==> src/rtl/stopwatch_tick_ctrl.sv <==
// Stopwatch front-end: synchronizes and debounces the two pushbuttons, runs the
// IDLE/RUN/PAUSE control FSM and divides clk into the one-cycle digit-counter tick.
module stopwatch_tick_ctrl #(
    parameter int TICK_DIV   = 1_000_000,
    parameter int DEB_CYCLES = 1_000_000
) (
    input  logic       clk,
    input  logic       reset,
    input  logic       btn_start_stop,
    input  logic       btn_clear,
    output logic       tick,
    output logic       cnt_clear,
    output logic       running,
    output logic [1:0] state
);
    localparam int DIV_W = $clog2(TICK_DIV);
    localparam int DEB_W = (DEB_CYCLES > 1) ? $clog2(DEB_CYCLES) : 1;
    localparam logic [DIV_W-1:0] DIV_LAST = DIV_W'(TICK_DIV - 1);
    localparam logic [DEB_W-1:0] DEB_LAST = DEB_W'(DEB_CYCLES - 1);

    localparam logic [1:0] S_IDLE  = 2'b00;
    localparam logic [1:0] S_RUN   = 2'b01;
    localparam logic [1:0] S_PAUSE = 2'b10;

    // Button vectors: bit 0 = start/stop, bit 1 = clear
    logic [1:0]       sync_p0;
    logic [1:0]       sync_p1;
    logic [1:0]       deb_lvl;
    logic [1:0]       press;
    logic [DEB_W-1:0] deb_cnt [2];
    logic [DIV_W-1:0] div_cnt;
    logic [1:0]       next_state;
    logic             ss_press;
    logic             clr_press;
    logic             tick_nxt;
    logic             clr_nxt;

    // Stage p0/p1: two-flop synchronizer for the raw buttons
    always_ff @(posedge clk) begin
        if (reset) begin
            sync_p0 <= '0;
            sync_p1 <= '0;
        end else begin
            sync_p0 <= {btn_clear, btn_start_stop};
            sync_p1 <= sync_p0;
        end
    end

    // Debounce: a level is accepted only after DEB_CYCLES consecutive mismatching
    // cycles; the press pulse is issued together with an accepted 0->1.
    always_ff @(posedge clk) begin
        if (reset) begin
            deb_lvl <= '0;
            press   <= '0;
            for (int i = 0; i < 2; i++) begin
                deb_cnt[i] <= '0;
            end
        end else begin
            for (int i = 0; i < 2; i++) begin
                press[i] <= 1'b0;
                if (sync_p1[i] == deb_lvl[i]) begin
                    deb_cnt[i] <= '0;
                end else if (deb_cnt[i] == DEB_LAST) begin
                    deb_lvl[i] <= sync_p1[i];
                    deb_cnt[i] <= '0;
                    press[i]   <= sync_p1[i];
                end else begin
                    deb_cnt[i] <= deb_cnt[i] + 1'b1;
                end
            end
        end
    end

    assign ss_press  = press[0];
    assign clr_press = press[1];

    // FSM state register; running and the pulse outputs are registered alongside
    always_ff @(posedge clk) begin
        if (reset) begin
            state     <= S_IDLE;
            running   <= 1'b0;
            tick      <= 1'b0;
            cnt_clear <= 1'b0;
        end else begin
            state     <= next_state;
            running   <= (next_state == S_RUN);
            tick      <= tick_nxt;
            cnt_clear <= clr_nxt;
        end
    end

    // Clear beats start/stop when idle or paused; in RUN only start/stop matters
    always_comb begin
        next_state = S_IDLE;
        case (state)
            S_IDLE: begin
                if (!clr_press && ss_press) next_state = S_RUN;
                else                        next_state = S_IDLE;
            end
            S_RUN: begin
                next_state = ss_press ? S_PAUSE : S_RUN;
            end
            S_PAUSE: begin
                if (clr_press)     next_state = S_IDLE;
                else if (ss_press) next_state = S_RUN;
                else               next_state = S_PAUSE;
            end
            default: next_state = S_IDLE;
        endcase
    end

    always_comb begin
        tick_nxt = 1'b0;
        clr_nxt  = 1'b0;
        case (state)
            S_RUN:   tick_nxt = (div_cnt == DIV_LAST);
            S_IDLE:  clr_nxt  = clr_press;
            S_PAUSE: clr_nxt  = clr_press;
            default: begin
                tick_nxt = 1'b0;
                clr_nxt  = 1'b0;
            end
        endcase
    end

    // Prescaler keeps its partial interval across PAUSE so resume stays in phase
    always_ff @(posedge clk) begin
        if (reset) begin
            div_cnt <= '0;
        end else begin
            case (state)
                S_RUN:   div_cnt <= (div_cnt == DIV_LAST) ? '0 : div_cnt + 1'b1;
                S_PAUSE: div_cnt <= div_cnt;
                default: div_cnt <= '0;
            endcase
        end
    end

endmodule

==> config.mk <==
export PLATFORM = sky130hd
export DESIGN_NAME = stopwatch_tick_ctrl
export DESIGN_NICKNAME = d
export VERILOG_FILES = /design/src/rtl/stopwatch_tick_ctrl.sv
export SDC_FILE = /design/constraint.sdc
export NUM_CORES = 1
export LEC_CHECK = 0
export ABC_AREA = 1
export BUFFER_PORTS_ARGS = -buffer_cell sky130_fd_sc_hd__buf_2
export CAP_MARGIN = 30
export CORE_MARGIN = 1
export CORE_UTILIZATION = 67
export CTS_CLUSTER_SIZE = 25
export DETAILED_ROUTE_END_ITERATION = 8
export MAX_ROUTING_LAYER = met4
export PLACE_DENSITY = 0.84
export SLEW_MARGIN = 20
export SYNTH_ARGS = -nofsm -noshare
export SYNTH_HDL_FRONTEND = slang
export SYNTH_SLANG_ARGS = --single-unit
==> constraint.sdc <==
create_clock -name clk -period 4.9 [get_ports clk]
set_input_delay 0.735 -clock clk [delete_from_list [all_inputs] [get_ports clk]]
set_output_delay 0.735 -clock clk [all_outputs]
set_load 0.01 [all_outputs]
==> flow_summary_export.csv, run 1 <==
group,metric,value,unit
floorplanning,initial_utilization,69.8,%
floorplanning,die_area,6480,µm²
sta,worst_pin_slew,729,ps
power,p_leak,1.67,nW
yosys,synth_area_per_cell,8.10,µm²
setup_path,required,4970,ps
placement,dp_hpwl,5.99,mm
routing,vias,3381,
sta,drv_slew,0,
global_routing,grt.overflow.total,0,
sta,finalHoldViolCount,0,
global_routing,grt_busiest_layer,"met2",
power,p_per_area,249,nW/µm²
setup_path,cp_cell_sequence,"ha_1 -> nand3_2 -> nor3_1 -> nand3_1 -> nand2_1 -> nor2_1",
yosys,async_reset_ff_share,0,%
placement,dp_cells,623,
sta,rsz0062_at_grt,"no",
floorplanning,die_w,80.5,µm
final_layout,fin_cells,639,
routing,drt_pass1_iterations,4,
global_routing,grt_pass1_wl,13.8,mm
yosys,ys_types,42,
sta,clock.fmax,478,MHz
final_layout,seq_area,1860,µm²
clocking,clock_path_buffers,2,
min_path,min_to,"sync_p1[1]",
min_path,min_path_cells,2,
clocking,cts_sinks,73,
placement,portBuffers,8,
sta,post-route-min-period,2090,ps
sta,skew,7.16,ps
setup_path,regToRegSetupSlack,2810,ps
setup_path,max_stage_delay,560,ps
final_layout,n_fill_cell,450,
clocking,cts-buffers-inserted,9,
setup_path,reg2reg_depth,6,
setup_path,critical_path_arrival,2160,ps
placement,gp_congestion,0.958,
global_routing,grt_start_max_net_pins,26,
sta,setup_tns,0,ps
floorplanning,core,5920,µm²
setup_path,crit_path_max_fanout,20,
clocking,htreeDepth,3,
yosys,synth_top_area_share,29.1,%
yosys,synth-edff-count,40,
min_path,hold_path.class,"flip-flop to flip-flop",
final_layout,insertedDiodeCount,0,
final_layout,syn2layout_area_growth,9.12,%
sta,setup_viol,0,
final_layout,nets,566,
clocking,insertion_delay,350,ps
routing,ant_nets,0,
global_routing,grt_util_met2,47.7,%
sta,hold_ws,406,ps
final_layout,fin_util,76.1,%
setup_path,critPathTopFamily,"simple AND/OR/NAND/NOR gates",
setup_path,timing.rr.start,"deb_cnt[0][0]",
setup_path,crit_type,"flip-flop to flip-flop",
final_layout,drive_above_1_share,14.0,%
yosys,seq_area_frac_synth,45.1,%
routing,viasPerCell,5.29,
routing,routedWlPerCell,12.6,µm
clocking,cts_tree,"built",
clocking,cts_resized,0,
yosys,synth_common_cells,"nand2_1 (101), nor2_1 (74), inv_1 (51)",
setup_path,endpoint_kind,"flip-flop",
yosys,ys.flop_type,"edfxtp_1",
setup_path,cp.buffers_inverters,0,
sta,relSlewSlack,51.3,%
yosys,ys_seq_elements,73,
yosys,yosys.area.top_type,"edfxtp_1",
global_routing,grt_pass1_vias,3281,
yosys,synth.area.top_cells,"edfxtp_1 (29%), dfxtp_1 (16%), nand2_1 (9.2%)",
yosys,synth_area,4130,µm²
floorplanning,rows,28,
clocking,clk_root_buffer_cell,"clkbuf_8",
routing,drt_iter0_drc,181,
yosys,yosysWarnings,0,
flow_run,drv_cap,0,
floorplanning,io_pins,9,
clocking,cts_hold_buf,0,
clocking,post-cts-setup-buffers,0,
setup_path,cp_slowest_cell,"nand2_1",
outcome,status,"finished clean",
global_routing,grt.total_usage,28.9,%
setup_path,regToRegEndpoint,"deb_cnt[0][3]",
global_routing,grt_use_met3,4.77,%
power,ir_drop,209,µV
yosys,syn-instance-count,510,
final_layout,multiInputGateArea,2140,µm²
sta,fin_crit_sh,42.7,%
routing,drc,0,
floorplanning,fp.dieH,80.5,µm
setup_path,start_kind,"flip-flop",
global_routing,grtUsageMet1,33.2,%
yosys,synth.most_common_cell,"nand2_1",
min_path,hold_start,"sync_p0[1]",
clocking,path_clk_slew,70,ps
global_routing,antenna_found_initial,0,
routing,totalWireLength,8.03,mm
[how the worst max path moves through the flow]
stage	start	to	slack, ps	cells after the start
4_1_cts	deb_cnt[0][0]	deb_cnt[0][3]	2810	6
6_report	deb_cnt[0][0]	deb_cnt[0][3]	2810	6
3_3_place_gp	reset	deb_cnt[0][13]	2760	4
5_1_grt	deb_cnt[0][0]	deb_cnt[0][2]	2650	6
2_1_floorplan	reset	deb_cnt[1][16]	3240	7
3_5_place_dp	reset	deb_cnt[0][3]	2690	4
[cell usage in the layout, fill, tap and decap left out, types with 2 or more instances in the layout]
cell,synthesis,routed
ha_1,3,3
nor3b_1,3,3
o21ai_0,4,4
nand3_2,4,4
nand4_1,10,10
xnor2_1,9,9
nor3b_2,2,2
inv_2,6,6
dfxtp_1,33,33
buf_2,3,8
or2_2,2,2
a221oi_1,2,2
nand2_2,4,4
o21bai_1,3,3
nor2_1,74,74
clkbuf_8,0,9
nor3_2,4,4
conb_1,1,40
xor2_1,17,17
nand3_1,47,47
nor2_2,20,20
a21oi_1,23,23
clkinv_2,0,4
o21ai_1,2,2
edfxtp_1,40,40
nand2_1,101,101
nor2_4,7,7
nor3_1,17,17
inv_1,51,51
[area by class of cell]
| class | count | share of cell area (%) |
|---|---|---|
| multi-input combinational | 410 | 47.4 |
| clock buffer | 10 | 2.83 |
| inverter | 57 | 4.75 |
| sequential | 73 | 41.3 |
| clock inverter | 6 | 0.749 |
| timing repair buffer | 8 | 0.888 |
| tap | 75 | 2.08 |
[tightest hold or removal path, stage by stage (launching register included)]
cell and delay (ps):
dfxtp_1 300, inv_1 40, nor2_1 30
[sequential cells by signal (all words and copies together) (netlist names)]
signal and count:
deb_cnt 40, div_cnt 20, deb_lvl 2, press 2
state 2, sync_p0 2, sync_p1 2, cnt_clear 1
running 1, tick 1
[metal layers]
| metal | share of wire, % | vias to the layer above |
|---|---|---|
| met5 | 0 | - |
| met4 | 3.3 | 0 |
| met3 | 4.5 | 27 |
| met2 | 49 | 99 |
| met1 | 43 | 1524 |
| li1 | - | 1731 |
[per-stage QoR]
step           power, mW  instance area [µm²]  setup WS (ps)
2_1_floorplan      0.726                 4280           3240
3_3_place_gp       0.735                 4350           2760
3_5_place_dp       0.737                 4350           2690
4_1_cts             1.13                 4510           2810
5_1_grt             1.17                 4510           2650
6_report            1.12                 4510           2810
[report_power, final]
part / total (mW) / switching, mW / internal [mW] / leakage, nW
logic: 0.0477 / 0.0338 / 0.0139 / 0.904
registers: 0.677 / 0.0170 / 0.660 / 0.679
clock network: 0.399 / 0.219 / 0.180 / 0.0861
[kinds of logic after synthesis]
family | count (synthesis) | synth area share [%]
AOI/OAI and AO/OA | 38 | 5.39
xor gates and xnor gates | 26 | 5.51
adders and majority gates | 3 | 0.909
buffers and inverters | 66 | 6.75
DFF | 73 | 45.1
other | 1 | 0.0908
and+or+nand+nor | 303 | 36.3
Power figures use the tool's default switching activity.
==> run 2: changes to the inputs <==
- ABC_AREA: 1 -> 0
- CORE_UTILIZATION: 67 -> 62
- PLACE_DENSITY: 0.84 -> 0.79
- clock period: 4.9 -> 2.09 ns (I/O delays scaled with it)
==> run 2 against run 1 <==
Core utilization is 2.2 points lower; wire length is 12% lower; worst hold slack worse by 210 ps; design area is 6.9% lower; critical path type unchanged; largest cell class unchanged; largest power group unchanged.
==> flow_summary_export.csv, run 2 <==
group,metric,value,unit
yosys,synth-simple-area-share,29.2,%
yosys,synth.area.top_cells,"edfxtp_1 (32%), dfxtp_1 (18%), nor2_1 (6.4%)",
placement,dp_hpwl,4.93,mm
routing,drt_iter0_drc,194,
routing,drt_pass1_iterations,4,
setup_path,max_stage_delay,550,ps
final_layout,regMostFlops,"deb_cnt",
sta,rsz0062_at_grt,"no",
yosys,synth_xor_area_share,8.62,%
clocking,cts-buffers-inserted,9,
yosys,yosysWarnings,0,
min_path,hold_path.class,"primary input to flip-flop",
global_routing,grt_util_met2,39.1,%
final_layout,drive_above_1_share,11.1,%
yosys,synth_area_per_cell,9.94,µm²
final_layout,final_cell_mix,"nor2_1 (63), edfxtp_1 (40), conb_1 (40)",
sta,post-route-min-period,1950,ps
global_routing,grt_busiest_layer,"met2",
floorplanning,die_w,79.8,µm
placement,portBuffers,8,
floorplanning,io_pins,9,
setup_path,cp_slowest_cell,"or4_1",
yosys,yosys.area.top_type,"edfxtp_1",
clocking,post-cts-setup-buffers,0,
floorplanning,die_area,6380,µm²
yosys,seq_area_frac_synth,49.6,%
yosys,synth.area.mux_share,2.40,%
power,ir_drop,405,µV
global_routing,grt_use_met3,5.94,%
global_routing,grtUsageMet1,31.1,%
yosys,async_reset_ff_share,0,%
setup_path,cp.buffers_inverters,0,
clocking,path_clk_slew,70,ps
setup_path,cp_cell_sequence,"or4_1 -> nor4_2 -> and3_2 -> or3_4 -> nor2_1",
routing,drc,0,
yosys,ys_types,55,
routing,ant_nets,0,
global_routing,grt.overflow.total,0,
setup_path,start_kind,"flip-flop",
final_layout,fin_area,4200,µm²
sta,clock.fmax,512,MHz
global_routing,grt.total_usage,25.0,%
floorplanning,fp.dieH,79.8,µm
sta,fin_crit_sh,93.5,%
final_layout,reg_top3,"deb_cnt (40), div_cnt (20)",
yosys,synth_top_area_share,32.0,%
flow_run,drv_cap,0,
final_layout,largest_reg_flops,40,
yosys,synth_top_family_by_area,"simple AND/OR/NAND/NOR gates",
clocking,cts_tree,"built",
power,p_total,2.60,mW
clocking,cts_sinks,73,
sta,relSlewSlack,58.0,%
routing,vias,2835,
global_routing,antenna_found_initial,0,
setup_path,crit_path_max_fanout,20,
clocking,clock_path_buffers,2,
floorplanning,initial_utilization,66.2,%
setup_path,critPathTopFamily,"simple AND/OR/NAND/NOR gates",
yosys,synth_common_cells,"nor2_1 (64), edfxtp_1 (40), dfxtp_1 (33), nand3_1 (33), nand2_1 (29)",
floorplanning,rows,27,
global_routing,grt_pass1_vias,2626,
yosys,ys.flop_type,"edfxtp_1",
yosys,ys_seq_elements,73,
routing,totalWireLength,7.04,mm
power,p_per_area,619,nW/µm²
final_layout,final_common_cell,"nor2_1",
outcome,status,"finished clean",
global_routing,grt_start_max_net_pins,21,
setup_path,crit_type,"flip-flop to flip-flop",
global_routing,grt_pass1_wl,11.7,mm
sta,setup_tns,0,ps
yosys,synth_area,3760,µm²
floorplanning,core,5680,µm²
routing,routedWlPerCell,13.7,µm
sta,skew,11.4,ps
placement,gp_congestion,0.871,
clocking,clk_root_buffer_cell,"clkbuf_8",
setup_path,critical_path_arrival,2050,ps
setup_path,endpoint_kind,"flip-flop",
sta,hold_ws,200,ps
yosys,synth.most_common_cell,"nor2_1",
final_layout,insertedDiodeCount,0,
yosys,synthAdderAreaFrac,0.999,%
final_layout,syn2layout_area_growth,11.8,%
setup_path,required,2180,ps
sta,drv_slew,0,
placement,place_area,4030,µm²
final_layout,nets,443,
final_layout,n_fill_cell,429,
yosys,synth-edff-count,40,
yosys,synth_compound_area_share,6.19,%
routing,viasPerCell,5.53,
sta,finalHoldViolCount,0,
sta,setup_viol,0,
clocking,htreeDepth,3,
yosys,syn-instance-count,378,
clocking,insertion_delay,340,ps
power,p_leak,1.49,nW
sta,worst_pin_slew,629,ps
[run 2: cell count changes in the layout (fill, tap and decap cells not counted), sizes merged, moves of 6 or more]
| cell | before | now |
|---|---|---|
| nand2 | 106 | 29 |
| inv | 58 | 6 |
| nor2 | 101 | 64 |
| nand3 | 52 | 34 |
| nor3 | 22 | 6 |
| buf | 8 | 19 |
| mux2i | 0 | 9 |
| a21oi | 24 | 16 |
| and3 | 0 | 8 |
| and4 | 0 | 6 |
| or3 | 0 | 6 |
| xor2 | 17 | 23 |
[run 2: cell type report]
cell class	instances	area (µm²)	share of cell area, %
multi-input combinational	327	1950	46.4
sequential	73	1860	44.3
clock buffer	12	135	3.22
timing repair buffer	19	123	2.92
tap	72	90.1	2.15
inverter	6	22.5	0.536
clock inverter	4	20.0	0.477
[run 2: final timing paths]
path                  start              to  slack (ps)  cells after the start
max          deb_cnt[1][13]  deb_cnt[1][11]         140                      5
min          btn_start_stop      sync_p0[0]         200                      2
max reg2reg  deb_cnt[1][13]  deb_cnt[1][11]         140                      5
min reg2reg      sync_p0[1]      sync_p1[1]         440                      1
[run 2: layer usage]
| layer | part of all wire, % | up-vias |
|---|---|---|
| met5 | 0 | - |
| met4 | 1.2 | 0 |
| met3 | 2.9 | 8 |
| met2 | 47 | 37 |
| met1 | 49 | 1350 |
| li1 | - | 1440 |
[run 2: per-stage QoR]
| stage | util, % | worst slack [ps] | cells |
|---|---|---|---|
| after detailed placement | 71.0 | 108 | 496 |
| final | 74.0 | 135 | 513 |
| after CTS | 73.7 | 87.4 | 512 |
| after floorplan | - | 221 | 417 |
| after global placement | 71.0 | 124 | 496 |
| after global routing | 74.0 | 42.6 | 513 |
[run 2: cells by family (layout without fill, tap and decap cells)]
kind of cell	after synthesis	count (layout)
AND/OR/NAND/NOR	202	203
adder cells (fa/ha/maj)	3	3
other	1	40
XOR/XNOR	37	37
AO/OA/AOI/OAI	35	35
multiplexers	9	9
flip-flops	73	73
buffers and inverters	18	41
[run 2: what timing repair did]
| item | 4_1_cts | 5_1_grt |
|---|---|---|
| endpoints found under the setup margin | 0 | 15 |
| hold buffers | 0 | 0 |
| gates resized for setup | 0 | 1 |
| endpoints found under the hold margin | 0 | 0 |
[run 2: report_power, final]
| group | internal, mW | switching [mW] | total, mW |
|---|---|---|---|
| logic | 0.0361 | 0.0547 | 0.0908 |
| registers | 1.55 | 0.0342 | 1.58 |
| clock network | 0.423 | 0.504 | 0.926 |
| total | 2.01 | 0.593 | 2.60 |
==> run 3: changes to the inputs <==
- SETUP_SLACK_MARGIN: default -> 0.15
==> run 3 against run 2 <==
Non-clock buffer count rose by 6; wire length rose by 6.4%; via count rose by 2.8%; design area rose by 3.2%; maximum frequency fell by 0.51%; register-to-register slack barely moved; die area did not move; worst setup slack got worse by 10 ps; first-iteration DRC count rose by 15%.
==> flow_summary_export.csv, run 3 (synthesized netlist as in run 2, its figures left out) <==
group,metric,value,unit
power,ir_drop,419,µV
final_layout,insertedDiodeCount,0,
placement,gp_congestion,0.871,
clocking,cts_hold_buf,0,
sta,worst_pin_slew,630,ps
setup_path,required,2190,ps
final_layout,fin_cells,522,
floorplanning,initial_utilization,66.2,%
global_routing,grt_start_max_net_pins,21,
floorplanning,io_pins,9,
final_layout,drive_above_1_share,15.3,%
sta,hold_ws,197,ps
min_path,hold_path.class,"primary input to flip-flop",
min_path,hold_start,"btn_start_stop",
placement,dp_cells,496,
sta,relSlewSlack,58.0,%
floorplanning,rows,27,
global_routing,grt_pass1_wl,11.8,mm
routing,viasPerCell,5.58,
sta,post-route-min-period,1960,ps
sta,fin_crit_sh,94.0,%
global_routing,grt.total_usage,25.4,%
final_layout,largest_reg_flops,40,
routing,routedWlPerCell,14.3,µm
floorplanning,fp.dieH,79.8,µm
routing,totalWireLength,7.49,mm
final_layout,nets,452,
clocking,cts_tree,"built",
setup_path,critical_path_arrival,2070,ps
sta,rsz0062_at_grt,"yes",
power,p_leak,1.55,nW
setup_path,start_kind,"flip-flop",
clocking,cts_sinks,73,
placement,portBuffers,8,
floorplanning,die_w,79.8,µm
routing,drc,0,
setup_path,crit_type,"flip-flop to flip-flop",
outcome,status,"finished clean",
sta,finalHoldViolCount,0,
sta,setup_viol,0,
sta,fin_ws,125,ps
floorplanning,die_area,6380,µm²
floorplanning,core,5680,µm²
setup_path,worstSetupStartpoint,"deb_cnt[1][7]",
final_layout,final_cell_mix,"nor2_1 (58), edfxtp_1 (40), conb_1 (40)",
final_layout,reg_top3,"deb_cnt (40), div_cnt (20)",
routing,vias,2913,
final_layout,n_fill_cell,410,
final_layout,seq_area,1860,µm²
clocking,path_clk_slew,70,ps
placement,dp_slack,108,ps
routing,drt_iter0_drc,223,
sta,skew,11.6,ps
sta,drv_slew,0,
placement,dp_hpwl,4.93,mm
final_layout,regMostFlops,"deb_cnt",
sta,clock.fmax,509,MHz
setup_path,crit_path_max_fanout,5,
setup_path,timing.rr.start,"deb_cnt[1][7]",
final_layout,multiInputGateArea,2040,µm²
power,p_per_area,606,nW/µm²
final_layout,syn2layout_area_growth,15.4,%
final_layout,final_common_cell,"nor2_1",
routing,drt_pass1_iterations,5,
routing,ant_nets,0,
clocking,cts-buffers-inserted,9,
clocking,clock_path_buffers,2,
global_routing,grt.overflow.total,0,
clocking,clk_root_buffer_cell,"clkbuf_8",
global_routing,grt_pass1_vias,2640,
flow_run,drv_cap,0,
setup_path,endpoint_kind,"flip-flop",
clocking,insertion_delay,350,ps
clocking,htreeDepth,3,
sta,setup_tns,0,ps
global_routing,antenna_found_initial,0,
-- run 3: routing by layer --
| layer | share of wire (%) | GRT usage (%) |
|---|---|---|
| met4 | 1.4 | 10.7 |
| met5 | 0 | - |
| met1 | 46 | 31.8 |
| met2 | 47 | 39.5 |
| met3 | 5.2 | 5.94 |
-- run 3: through the flow --
| stage | power, mW | utilization [%] | cell area (µm²) |
|---|---|---|---|
| 2_1_floorplan | 1.67 | - | 3900 |
| 3_3_place_gp | 1.70 | 71.0 | 4030 |
| 3_5_place_dp | 1.70 | 71.0 | 4030 |
| 4_1_cts | 2.61 | 74.0 | 4200 |
| 5_1_grt | 2.70 | 76.4 | 4340 |
| 6_report | 2.63 | 76.4 | 4340 |
-- run 3: final timing paths --
| check | to | slack [ps] | depth (start not counted) |
|---|---|---|---|
| min | sync_p0[0] | 200 | 2 |
| max reg2reg | deb_cnt[1][13] | 130 | 5 |
| min reg2reg | sync_p1[1] | 440 | 1 |
| max | deb_cnt[1][13] | 130 | 5 |
-- run 3: worst max-delay path, stage by stage (launching register included) --
cell and delay (ps):
edfxtp_1 400, or4_4 560, nor4_4 250, and3_4 260, or3_4 200, nor2_2 40
-- run 3: timing repair --
action,4_1_cts,5_1_grt
pin swaps,1,14
cloned,1,3
setup buffers,0,6
gates resized for setup,2,17
setup endpoints to repair,29,42
-- run 3: layout make-up --
class	instances	share of cell area, %
Inverter	6	0.519
Clock inverter	4	0.462
Sequential cell	73	42.9
Clock buffer	12	3.12
Tap cell	72	2.08
Timing Repair Buffer	25	3.87
Multi-Input combinational cell	330	47.0
-- run 3: report_power, final --
part / total [mW] / switching [mW] / internal (mW)
clock: 0.938 / 0.515 / 0.423
sequential: 1.58 / 0.0345 / 1.55
combinational: 0.107 / 0.0630 / 0.0444
